<file path="src/rtl/lsu_pkg.sv">
// rtl/lsu_pkg.sv - shared types and helpers for the LSU response path
package lsu_pkg;

    localparam int LSU_OFF_W = 2;

    typedef enum logic [1:0] {
        LSU_WORD = 2'b00,
        LSU_HALF = 2'b01,
        LSU_BYTE = 2'b10
    } lsu_type_e;

    typedef enum logic [1:0] {
        IDLE,
        WAIT1,
        WAIT2,
        HOLD
    } lsu_out_state_e;

    // An access crosses a word boundary and needs a second beat at addr+4.
    function automatic logic is_misaligned(lsu_type_e ty, logic [LSU_OFF_W-1:0] off);
        return ((ty == LSU_WORD) && (off != '0)) || ((ty == LSU_HALF) && (off == 2'd3));
    endfunction

endpackage

</file>
<file path="src/rtl/lsu_rdata_align.sv">
// rtl/lsu_rdata_align.sv - shift, mask and extend a {hi,lo} beat pair into load data
module lsu_rdata_align
    import lsu_pkg::*;
(
    input  logic [31:0]          hi,
    input  logic [31:0]          lo,
    input  logic [LSU_OFF_W-1:0] off,
    input  lsu_type_e            ty,
    input  logic                 sext,
    output logic [31:0]          data
);

    logic [63:0] shifted;

    always_comb begin
        shifted = {hi, lo} >> {off, 3'b000};
        case (ty)
            LSU_BYTE: data = {{24{sext & shifted[7]}}, shifted[7:0]};
            LSU_HALF: data = {{16{sext & shifted[15]}}, shifted[15:0]};
            default:  data = shifted[31:0];
        endcase
    end

endmodule

</file>
<file path="src/rtl/lsu_out.sv">
// rtl/lsu_out.sv - LSU response capture/align/hold stage; LSU_OUT_MISALIGNED_EN enables two-beat accesses
module lsu_out
    import lsu_pkg::*;
#(
    parameter int DW = 32,
    parameter int AW = 32
) (
    input  logic                 clk_i,
    input  logic                 rst_ni,
    input  logic                 req_i,
    input  logic                 we_i,
    input  logic [1:0]           type_i,
    input  logic                 sign_ext_i,
    input  logic [LSU_OFF_W-1:0] addr_lo_i,
    input  logic                 data_rvalid_i,
    input  logic [DW-1:0]        data_rdata_i,
    input  logic                 data_err_i,
    input  logic                 wb_ready_i,
    output logic                 lsu_rvalid_o,
    output logic [DW-1:0]        lsu_rdata_o,
    output logic                 lsu_err_o,
    output logic                 split_o,
    output logic                 busy_o
);

    lsu_out_state_e       state_q;
    logic                 we_q;
    lsu_type_e            ty_q;
    logic                 sext_q;
    logic [LSU_OFF_W-1:0] off_q;
    logic                 mis_q;
    logic                 rvalid_q;
    logic [31:0]          rdata_q;
    logic                 err_q;
    logic [31:0]          align_hi;
    logic [31:0]          align_lo;
    logic [31:0]          aligned;

`ifdef LSU_OUT_MISALIGNED_EN
    logic [31:0] beat_lo_q;
    logic        split_q;

    // In WAIT2 the live beat is the upper word; the buffered first beat is the lower.
    assign align_hi = (state_q == WAIT2) ? data_rdata_i : 32'h0;
    assign align_lo = (state_q == WAIT2) ? beat_lo_q : data_rdata_i;
    assign split_o  = split_q;
`else
    assign align_hi = 32'h0;
    assign align_lo = data_rdata_i;
    assign split_o  = 1'b0;
`endif

    lsu_rdata_align u_align (
        .hi   (align_hi),
        .lo   (align_lo),
        .off  (off_q),
        .ty   (ty_q),
        .sext (sext_q),
        .data (aligned)
    );

    always_ff @(posedge clk_i or negedge rst_ni) begin
        if (!rst_ni) begin
            state_q  <= IDLE;
            we_q     <= 1'b0;
            ty_q     <= LSU_WORD;
            sext_q   <= 1'b0;
            off_q    <= '0;
            mis_q    <= 1'b0;
            rvalid_q <= 1'b0;
            rdata_q  <= 32'h0;
            err_q    <= 1'b0;
`ifdef LSU_OUT_MISALIGNED_EN
            beat_lo_q <= 32'h0;
            split_q   <= 1'b0;
`endif
        end else begin
`ifdef LSU_OUT_MISALIGNED_EN
            split_q <= 1'b0;
`endif
            case (state_q)
                IDLE: begin
                    if (req_i) begin
                        we_q    <= we_i;
                        ty_q    <= lsu_type_e'(type_i);
                        sext_q  <= sign_ext_i;
                        off_q   <= addr_lo_i;
                        mis_q   <= is_misaligned(lsu_type_e'(type_i), addr_lo_i);
                        state_q <= WAIT1;
                    end
                end
                WAIT1: begin
                    if (data_rvalid_i) begin
                        if (data_err_i) begin
                            rvalid_q <= 1'b1;
                            err_q    <= 1'b1;
                            rdata_q  <= 32'h0;
                            state_q  <= HOLD;
                        end else if (mis_q) begin
`ifdef LSU_OUT_MISALIGNED_EN
                            beat_lo_q <= data_rdata_i;
                            split_q   <= 1'b1;
                            state_q   <= WAIT2;
`else
                            rvalid_q <= 1'b1;
                            err_q    <= 1'b1;
                            rdata_q  <= 32'h0;
                            state_q  <= HOLD;
`endif
                        end else begin
                            rvalid_q <= 1'b1;
                            err_q    <= 1'b0;
                            rdata_q  <= we_q ? 32'h0 : aligned;
                            state_q  <= HOLD;
                        end
                    end
                end
                WAIT2: begin
                    if (data_rvalid_i) begin
                        rvalid_q <= 1'b1;
                        err_q    <= data_err_i;
                        rdata_q  <= (we_q || data_err_i) ? 32'h0 : aligned;
                        state_q  <= HOLD;
                    end
                end
                HOLD: begin
                    if (wb_ready_i) begin
                        rvalid_q <= 1'b0;
                        err_q    <= 1'b0;
                        rdata_q  <= 32'h0;
                        state_q  <= IDLE;
                    end
                end
                default: state_q <= IDLE;
            endcase
        end
    end

    assign lsu_rvalid_o = rvalid_q;
    assign lsu_rdata_o  = rdata_q;
    assign lsu_err_o    = err_q;
    assign busy_o       = (state_q != IDLE);

endmodule
</file>
<file path="config.mk">
export PLATFORM = sky130hd
export DESIGN_NAME = lsu_out
export DESIGN_NICKNAME = d
export VERILOG_FILES = /design/src/rtl/lsu_pkg.sv /design/src/rtl/lsu_rdata_align.sv /design/src/rtl/lsu_out.sv
export SDC_FILE = /design/constraint.sdc
export NUM_CORES = 1
export LEC_CHECK = 0
export CAP_MARGIN = 40
export CORE_MARGIN = 8
export CORE_UTILIZATION = 40
export DETAILED_ROUTE_END_ITERATION = 16
export PLACE_DENSITY = 0.71
export SLEW_MARGIN = 30
export SYNTH_ARGS = -nofsm -noshare
export SYNTH_HDL_FRONTEND = slang
export SYNTH_SLANG_ARGS = --single-unit
</file>
<file path="constraint.sdc">
create_clock -name clk_i -period 2.68 [get_ports clk_i]
set_input_delay 0.804 -clock clk_i [delete_from_list [all_inputs] [get_ports clk_i]]
set_output_delay 0.804 -clock clk_i [all_outputs]
set_load 0.05 [all_outputs]
</file>
Word level (Yosys, flattened, before mapping)
Index checks and enable logic that the tools add are counted.
{"block": "classes", "reduce_logical": 15, "n_mux": 21, "n_bitwise": 2, "eq_ne": 12, "n_shift": 1}
{"cell": "32-bit two-way mux", "n": 7}
{"cell": "32-bit case mux with 3 select lines", "n": 1}
{"cell": "32-bit case mux with 2 select lines", "n": 1}
{"cell": "32-bit by 5-bit >> shifter with 32-bit output", "n": 1}
{"cell": "2-bit equality test, second input constant", "n": 4}
{"cell": "2-bit inequality test, second input constant", "n": 4}
{"cell": "2-bit by 1-bit equality test with 1-bit output, second input constant", "n": 3}
{"cell": "1-bit two-way mux", "n": 6}
{"cell": "2-bit two-way mux", "n": 3}
{"cell": "2-bit case mux with 3 select lines", "n": 1}
{"cell": "3-bit AND reduction", "n": 2}
{"cell": "2-bit nonzero test", "n": 3}
{"cell": "2-bit zero test", "n": 2}
{"cell": "4-bit AND reduction", "n": 1}
{"cell": "1-bit case mux with 3 select lines", "n": 1}
{"cell": "3-bit nonzero test", "n": 1}
{"cell": "1-bit bitwise AND", "n": 2}
{"cell": "1-bit logical AND", "n": 2}
{"cell": "1-bit logical OR", "n": 2}
{"cell": "2-bit by 1-bit inequality test with 1-bit output, second input constant", "n": 1}
{"cell": "1-bit case mux with 2 select lines", "n": 1}
{"cell": "2-bit AND reduction", "n": 1}
{"cell": "2-bit OR reduction", "n": 1}
{"block": "word_totals", "ff_bits": 43, "out_inout_bits": 36, "wordCells": 60, "input_bits": 44}

Depth between registers and ports, before layout
Gate-level depths: netlist of run 1.
{"block": "logic_depth", "ltp_word": 8, "mapped_depth": 8}

Cells and area by module
From an unflattened synthesis of run 1, not the netlist that was laid out.
{"block": "unflattened", "hier_cells": 288, "hier_area_um2": 3184.3}
{"module": "lsu_out", "n_inst": 1, "seq_area_each_um2": 1076.0, "cells_per_inst": 204, "area_each_um2": 2134.5}
{"module": "lsu_rdata_align", "n_inst": 1, "seq_area_each_um2": 0.0, "cells_per_inst": 84, "area_each_um2": 1049.8}

Worst setup path after synthesis of run 1
OpenSTA, ideal clock, no wires.
{"block": "synth_timing", "path_kind": "input-to-reg", "start": "input data_rdata_i[31]", "end": "register rdata_q[31], in the netlist lsu_rdata_o[31]", "path_stages": 5, "path_slack_ns": 0.715, "arrival_time_ns": 1.841, "path_buffers": 1, "path_cell_list": "mux2i_1 > o22ai_1 > o2111a_2 > buf_6 > a211o_1"}
{"block": "synth_between", "elab_chain_cells": 8, "elab_cells_between_ends": 11}
{"element": "from (decl)", "line_no": "lsu_out.sv:16", "rtl": "input logic [DW-1:0] data_rdata_i,"}
{"element": "32-bit by 5-bit >> shifter with 32-bit output (*)", "line_no": "lsu_rdata_align.sv:16", "rtl": "shifted = {hi, lo} >> {off, 3'b000};"}
{"element": "1-bit bitwise AND (on tied branches)", "line_no": "lsu_rdata_align.sv:19, lsu_rdata_align.sv:18"}
{"element": "32-bit case mux with 2 select lines (*)", "line_no": "lsu_rdata_align.sv:17", "rtl": "case (ty)"}
{"element": "32-bit two-way mux", "line_no": "lsu_out.sv:113", "rtl": "rdata_q <= we_q ? 32'h0 : aligned;"}
{"element": "32-bit two-way mux", "line_no": "lsu_out.sv:99", "rtl": "end else if (mis_q) begin"}
{"element": "32-bit two-way mux", "line_no": "lsu_out.sv:94", "rtl": "if (data_err_i) begin"}
{"element": "32-bit two-way mux", "line_no": "lsu_out.sv:93", "rtl": "if (data_rvalid_i) begin"}
{"element": "32-bit case mux with 3 select lines (*)", "line_no": "lsu_out.sv:81", "rtl": "case (state_q)"}
{"element": "to (signal assigned)", "line_no": "lsu_out.sv:113"}
{"element": "to (signal assigned)", "line_no": "lsu_out.sv:122", "rtl": "rdata_q <= (we_q || data_err_i) ? 32'h0 : aligned;"}
{"element": "to (decl)", "line_no": "lsu_out.sv:33", "rtl": "logic [31:0] rdata_q;"}
Mark *: on every way between the ends. The rest lies on a longest branch, timed or not. The select of a mux whose other input is x is not followed.
A chain may end at the register's enable or synchronous reset.

Worst setup path in the final report of run 1
{"block": "layout_timing", "start": "register rdata_q[24], in the netlist lsu_rdata_o[24]", "end": "output lsu_rdata_o[24]"}
{"element": "to (decl)", "line_no": "lsu_out.sv:20", "rtl": "output logic [DW-1:0] lsu_rdata_o,"}
No word-level cell between the ends.

==> flow_metrics.env, run 1 <==
export IMPL_hold_violations=0
export IMPL_netlist_area_sq_um=2510
export IMPL_num_rows=29
export IMPL_overflow=0
export IMPL_cp_slowest_cell="clkdlybuf4s50_1"
export IMPL_reg2reg_slack_ns=0.66
export IMPL_track_usage=0.156
export IMPL_cts_made_buffers=5
export IMPL_reg2reg_from="off_q[0]"
export IMPL_cp_endpoint="lsu_rdata_o[24]"
export IMPL_worst_slack_ns=0.348
export IMPL_nets=387
export IMPL_finalWirelength_um=6870
export IMPL_crit_family="buffers and inverters"
export IMPL_drtAntennaViolNets=0
export IMPL_synth_top_flop_cell="dfrtp_1"
export IMPL_yosys_warnings=0
export IMPL_yosysSeqAreaShare=0.428
export IMPL_cts_root_buf="clkbuf_8"
export IMPL_cts_tree="done"
export IMPL_cp_num_cells=1
export IMPL_multi_input_area_sq_um=1280
export IMPL_arrival_ns=1.53
export IMPL_die_area_sq_um=9080
export IMPL_ys_types=40
export IMPL_endpoint_kind="output pin"
export IMPL_grt_pass1_vias=2211
export IMPL_die_w_um=95.3
export IMPL_crit_chain="clkdlybuf4s50_1"
export IMPL_synth_edf_count=0
export IMPL_synth_common_cells="dfrtp_1, nand2_1, o21ai_0, a211o_1, inv_1"
export IMPL_fillers=554
export IMPL_slew_headroom=0.586
export IMPL_ys_seq_elements=43
export IMPL_hpwl_um=5270
export IMPL_post_cts_buffers=0
export IMPL_initial_utilization=0.405
export IMPL_powerDensity_nw_per_um2=1210
export IMPL_maxSlewViolCount=0
export IMPL_crit_required_ns=1.88
export IMPL_synth_top_area_share=0.428
export IMPL_antenna_cells=0
export IMPL_run_status="finished clean"
export IMPL_ir_worst_vdd_uv=562
export IMPL_grt_pass1_wl_um=11200
export IMPL_yosysTopAreaCell="dfrtp_1"
export IMPL_fin_crit_ns=2.33
export IMPL_synthCells=261
export IMPL_die_y_um=95.3
export IMPL_top_level_ports=80
export IMPL_syn2layout_area_growth_pct=37.8
export IMPL_finalSetupTns_ns=0
export IMPL_regArea_sq_um=1080
export IMPL_leakage_uw=0.00162
export IMPL_synth_nets=312
export IMPL_synth_area_per_cell_sq_um=9.64
export IMPL_pre_cts_ws_ns=0.222
export IMPL_grt_max_degree=45
export IMPL_clk_path_buf_depth=2
export IMPL_drc_errors=0
export IMPL_h_tree_depth=2
export IMPL_antenna_found_initial=0
export IMPL_startpoint="lsu_rdata_o[24]"
export IMPL_drt_first_pass_iters=4
export IMPL_yosysMostFrequentCell="dfrtp_1"
export IMPL_min_path_type="in2async"
export IMPL_rr_endpoint="lsu_rdata_o[26]"
export IMPL_synthArstFlopShare=1.00
export IMPL_ctsHoldBuffers=0
export IMPL_max_freq_mhz=429
export IMPL_dr_first_iter_drc_count=195
export IMPL_ys_top_cells_by_area="dfrtp_1, a211o_1, mux2_2, o21ai_0, nand2_1"
export IMPL_coreArea_sq_um=6200
export IMPL_period_share=0.870
export IMPL_crit_fanout=2
export IMPL_rr_worst_depth=5
export IMPL_startpoint_type="flop"
export IMPL_post_cts_resized=0
export IMPL_power_total_uw=4200
export IMPL_via_count=2171
export IMPL_insertion_delay_ns=0.31
export IMPL_gp_congestion=0.877
export IMPL_path_clk_slew_ns=0.09
export IMPL_portBuffers=78
export IMPL_setup_viol=0
export IMPL_tightestPinTransition_ns=0.622
export IMPL_crit_type="reg2out"
export IMPL_max_cap_violations=0
export IMPL_slowest_delay_ns=0.82
export IMPL_viasPerCell=5.24
export IMPL_rsz0062_at_grt="no"
export IMPL_finClkSkew_ns=0.0136
export IMPL_layout_drive_gt1_share=0.104
export IMPL_clock_sinks=43
export IMPL_wl_per_cell_um=16.6
export IMPL_path_buf_inv=1
==> per-layer routing <==
metal / vias to the layer above / GRT usage / wire [um] / share of wire
met5: - / 0 / 0 / 0
met4: 0 / 0.0624 / 163 / 0.024
met3: 13 / 0.0386 / 410 / 0.060
met2: 58 / 0.228 / 3110 / 0.45
met1: 1001 / 0.214 / 3180 / 0.46
li1: 1099 / - / - / -
==> registers in the layout, indices dropped and copies added (netlist names) <==
signal        count
mis_q             1
we_q              1
state_q           2
lsu_rdata_o      32
off_q             2
ty_q              2
sext_q            1
lsu_rvalid_o      1
lsu_err_o         1
==> logic make-up (layout without fill, tap and decap cells) <==
| logic type | Yosys count | count (layout) | share of synthesized area |
|---|---|---|---|
| AO/OA/AOI/OAI | 79 | 79 | 0.222 |
| buffers and inverters | 37 | 113 | 0.0682 |
| other | 1 | 1 | 0.00149 |
| flip-flops | 43 | 43 | 0.428 |
| multiplexers | 24 | 24 | 0.102 |
| adder cells (fa/ha/maj) | 8 | 8 | 0.0388 |
| AND/OR/NAND/NOR | 69 | 69 | 0.139 |
==> final cells by class <==
type,count,share of cell area
inverter,18,0.0195
timing repair buffer,87,0.246
clock inverter,3,0.00758
tap,77,0.0278
multi-input combinational,181,0.369
sequential,43,0.310
clock buffer,5,0.0199
==> per-stage QoR <==
stage / cell area (sq um) / utilization / hold slack, ns / cells
after floorplan: 2510 / - / 0.478 / 261
after global placement: 3370 / 0.543 / 0.464 / 406
after detailed placement: 3370 / 0.543 / 0.473 / 406
after CTS: 3470 / 0.559 / 0.380 / 414
after global routing: 3470 / 0.559 / 0.387 / 414
final: 3470 / 0.559 / 0.381 / 414
==> worst register-to-register path: cells and delay by family, from the launching register on <==
| family | cells | cell delay [ns] |
|---|---|---|
| compound gates | 3 | 0.81 |
| buf+inv | 1 | 0.45 |
| simple gates | 1 | 0.21 |
| flops | 1 | 0.46 |
==> cell usage in the layout, fill, tap and decap left out, types with 9 or more instances in the layout <==
cell type,n
a211o_1,23
buf_4,9
clkdlybuf4s50_1,76
dfrtp_1,43
inv_1,18
mux2_2,13
mux2i_1,11
nand2_1,33
o21ai_0,26
==> worst min path at each step <==
stage	start	end	slack, ns	cells past startpoint
floorplan	ty_q[0]	ty_q[0]	0.48	2
detailed placement	lsu_rdata_o[0]	lsu_rdata_o[0]	0.47	2
finish	rst_ni	state_q[0]	0.38	1
global route	rst_ni	lsu_rdata_o[31]	0.39	1
global placement	lsu_rdata_o[2]	lsu_rdata_o[2]	0.46	2
CTS	rst_ni	lsu_rdata_o[31]	0.38	1
==> where the power goes <==
group | switching, uW | total (uW) | internal (uW) | leakage, uW
Clock | 248 | 440 | 192 | 0.0000491
Sequential | 186 | 1070 | 887 | 0.000571
Combinational | 1670 | 2690 | 1020 | 0.000998
No activity file was read; power rests on OpenSTA's default activity.
==> run 2: changes to the inputs <==
--- a/config.mk
+++ b/config.mk
@@ -9,8 +9,10 @@
 export CORE_MARGIN = 8
 export CORE_UTILIZATION = 40
 export DETAILED_ROUTE_END_ITERATION = 16
-export PLACE_DENSITY = 0.71
+export PLACE_DENSITY = 0.67
 export SLEW_MARGIN = 30
 export SYNTH_ARGS = -nofsm -noshare
 export SYNTH_HDL_FRONTEND = slang
+export SYNTH_HIERARCHICAL = 1
 export SYNTH_SLANG_ARGS = --single-unit
+export TNS_END_PERCENT = 1
==> run 2 against run 1 <==
Against the previous run:
- first-iteration DRC count decreased by 23%
- largest power group unchanged
- clock power rose by 8.4%
- synthesized area rose by 27%
- design area up 24%
- largest cell class unchanged
==> flow_metrics.env, run 2 <==
export IMPL_run_status="finished clean"
export IMPL_gr_usage_met2=0.261
export IMPL_min_path_type="reg2reg"
export IMPL_viasPerCell=5.36
export IMPL_grt_pass1_vias=2802
export IMPL_finalSetupTns_ns=0
export IMPL_die_area_sq_um=11100
export IMPL_initial_utilization=0.412
export IMPL_slowest_delay_ns=0.50
export IMPL_cts_made_buffers=5
export IMPL_drtAntennaViolNets=0
export IMPL_synth_top_flop_cell="dfrtp_1"
export IMPL_rr_worst_depth=5
export IMPL_yosysTopAreaCell="dfrtp_1"
export IMPL_antenna_cells=0
export IMPL_ys_types=35
export IMPL_final_util=0.555
export IMPL_cp_num_cells=5
export IMPL_grt_pass1_wl_um=14600
export IMPL_path_clk_slew_ns=0.09
export IMPL_startpoint_type="primary input"
export IMPL_via_count=2700
export IMPL_switching_power_uw=2810
export IMPL_syn2layout_area_growth_pct=34.6
export IMPL_pre_cts_ws_ns=0.00557
export IMPL_maxSlewViolCount=0
export IMPL_synth_top_area_share=0.338
export IMPL_seqPwrFrac=0.218
export IMPL_synthArstFlopShare=1.00
export IMPL_power_frac_comb=0.697
export IMPL_layout_drive_gt1_share=0.159
export IMPL_ys_seq_elements=43
export IMPL_drt_first_pass_iters=6
export IMPL_ir_worst_vdd_uv=726
export IMPL_power_total_uw=5570
export IMPL_clock_sinks=43
export IMPL_crit_type="in2reg"
export IMPL_post_cts_resized=0
export IMPL_cts_root_buf="clkbuf_8"
export IMPL_use_met3=0.0365
export IMPL_largest_reg_flops=32
export IMPL_final_cell_mix="clkdlybuf4s50_1, conb_1, inv_1, dfrtp_1, a31oi_1"
export IMPL_whs_ns=0.531
export IMPL_endpoint_kind="flop"
export IMPL_die_w_um=105
export IMPL_synth_common_cells="dfrtp_1, inv_1, a31oi_1, a31o_1, mux4_2"
export IMPL_rsz0062_at_grt="no"
export IMPL_portBuffers=78
export IMPL_grt_max_degree=44
export IMPL_p_int_uw=2760
export IMPL_crit_chain="clkdlybuf4s50_1, mux4_2, a32o_2, a21o_1, a31o_2"
export IMPL_track_usage=0.160
export IMPL_overflow=0
export IMPL_grt_busiest_layer="met2"
export IMPL_max_freq_mhz=422
export IMPL_period_share=0.885
export IMPL_ys_top_cells_by_area="dfrtp_1, mux4_2, a31o_1, a31oi_1, inv_1"
export IMPL_yosys_warnings=6
export IMPL_finClkSkew_ns=0.0126
export IMPL_worst_slack_ns=0.308
export IMPL_crit_fanout=16
export IMPL_slew_headroom=0.615
export IMPL_synthCells=288
export IMPL_nets=453
export IMPL_yosysMostFrequentCell="dfrtp_1"
export IMPL_synth_edf_count=0
export IMPL_drc_errors=0
export IMPL_h_tree_depth=2
export IMPL_netlist_area_sq_um=3180
export IMPL_whs_path_depth=1
export IMPL_synth_area_per_cell_sq_um=11.1
export IMPL_ctsHoldBuffers=0
export IMPL_leakage_uw=0.00189
export IMPL_arrival_ns=2.57
export IMPL_top_level_ports=80
export IMPL_cp_slowest_cell="mux4_2"
export IMPL_num_rows=32
export IMPL_tightestPinTransition_ns=0.578
export IMPL_path_buf_inv=1
export IMPL_die_y_um=105
export IMPL_setup_viol=0
export IMPL_cts_tree="done"
export IMPL_switching_share=0.504
export IMPL_coreArea_sq_um=7730
export IMPL_met1_usage=0.212
export IMPL_max_cap_violations=0
export IMPL_hold_violations=0
export IMPL_powerDensity_nw_per_um2=1300
export IMPL_post_cts_buffers=0
export IMPL_fin_crit_ns=2.37
export IMPL_yosysSeqAreaShare=0.338
export IMPL_wl_per_cell_um=17.4
export IMPL_clkPwrFrac=0.086
export IMPL_dr_first_iter_drc_count=150
export IMPL_crit_family="compound AO/OA/AOI/OAI gates"
export IMPL_final_common_cell="clkdlybuf4s50_1"
export IMPL_finalWirelength_um=8770
export IMPL_hpwl_um=6250
export IMPL_gp_congestion=0.803
export IMPL_insertion_delay_ns=0.31
export IMPL_crit_required_ns=2.88
export IMPL_clk_path_buf_depth=2
export IMPL_antenna_found_initial=0
run 2: cell types whose count changed in the layout (fill, tap and decap cells not counted), sizes merged, moves of 15 or more:
cell | previous run | this run
inv | 20 | 42
mux4 | 0 | 32
o21ai | 26 | 10
a211o | 23 | 0
a31oi | 7 | 32
a21o | 1 | 16
nand2 | 33 | 11
a31o | 0 | 32
conb | 1 | 49
run 2: layer usage:
| layer | up-vias | routed length, um |
|---|---|---|
| li1 | 1262 | - |
| met1 | 1362 | 3840 |
| met2 | 70 | 4340 |
| met3 | 6 | 519 |
| met4 | 0 | 69 |
| met5 | - | 0 |
run 2: path summary, 6_finish.rpt:
check                            startpoint              end  slack, ns
hold / removal                        mis_q            mis_q       0.53
setup / recovery           data_rdata_i[31]  lsu_rdata_o[27]       0.31
hold reg to reg                       mis_q            mis_q       0.53
max in group asynchronous            rst_ni         off_q[0]       1.69
min in group asynchronous            rst_ni            mis_q       0.58
setup reg to reg                 state_q[0]        lsu_err_o       0.62
run 2: area by class of cell:
type	count	area [sq um]
Clock buffer	7	96.3
Fill cell	681	3440
Timing Repair Buffer	89	856
Multi-Input combinational cell	220	1960
Tap cell	102	128
Inverter	42	158
Sequential cell	43	1080
Clock inverter	1	7.51
run 2: worst register-to-register path, cell delays in order (launching register included):
cell and delay [ns]:
dfrtp_1 0.41, inv_1 0.11, ha_1 0.24, o21bai_2 0.44
and3_4 0.56, mux2i_1 0.24
run 2: kinds of logic (layout without fill, tap and decap cells):
kind of cell,count (synthesis),in the layout,share of synthesized area
compound gates,99,99,0.228
buf+inv,73,139,0.105
flops,43,43,0.338
mux,40,40,0.256
simple gates,23,23,0.0373
fa+ha+maj,9,9,0.0346
other cells,1,49,0.00118
run 2: power groups by stage:
stage	combinational, uW	clock [uW]	sequential, uW
CTS	3880	488	1220
detailed placement	3870	0	1230
floorplan	2210	0	1920
finish	3880	477	1210
global route	4170	510	1270
global placement	3840	0	1220
run 2: through the flow:
step                      std cells  cell area (sq um)
final                           504               4290
after global placement          496               4180
after floorplan                 336               3360
after CTS                       504               4290
after detailed placement        496               4180
after global routing            504               4290
==> run 3: changes to the inputs <==
--- a/config.mk
+++ b/config.mk
@@ -10,7 +10,6 @@
 export CORE_UTILIZATION = 40
 export DETAILED_ROUTE_END_ITERATION = 16
 export PLACE_DENSITY = 0.67
-export SLEW_MARGIN = 30
 export SYNTH_ARGS = -nofsm -noshare
 export SYNTH_HDL_FRONTEND = slang
 export SYNTH_HIERARCHICAL = 1
==> results of run 3 <==
Same layout as run 2: the final DEF is identical, and so are final timing and power.
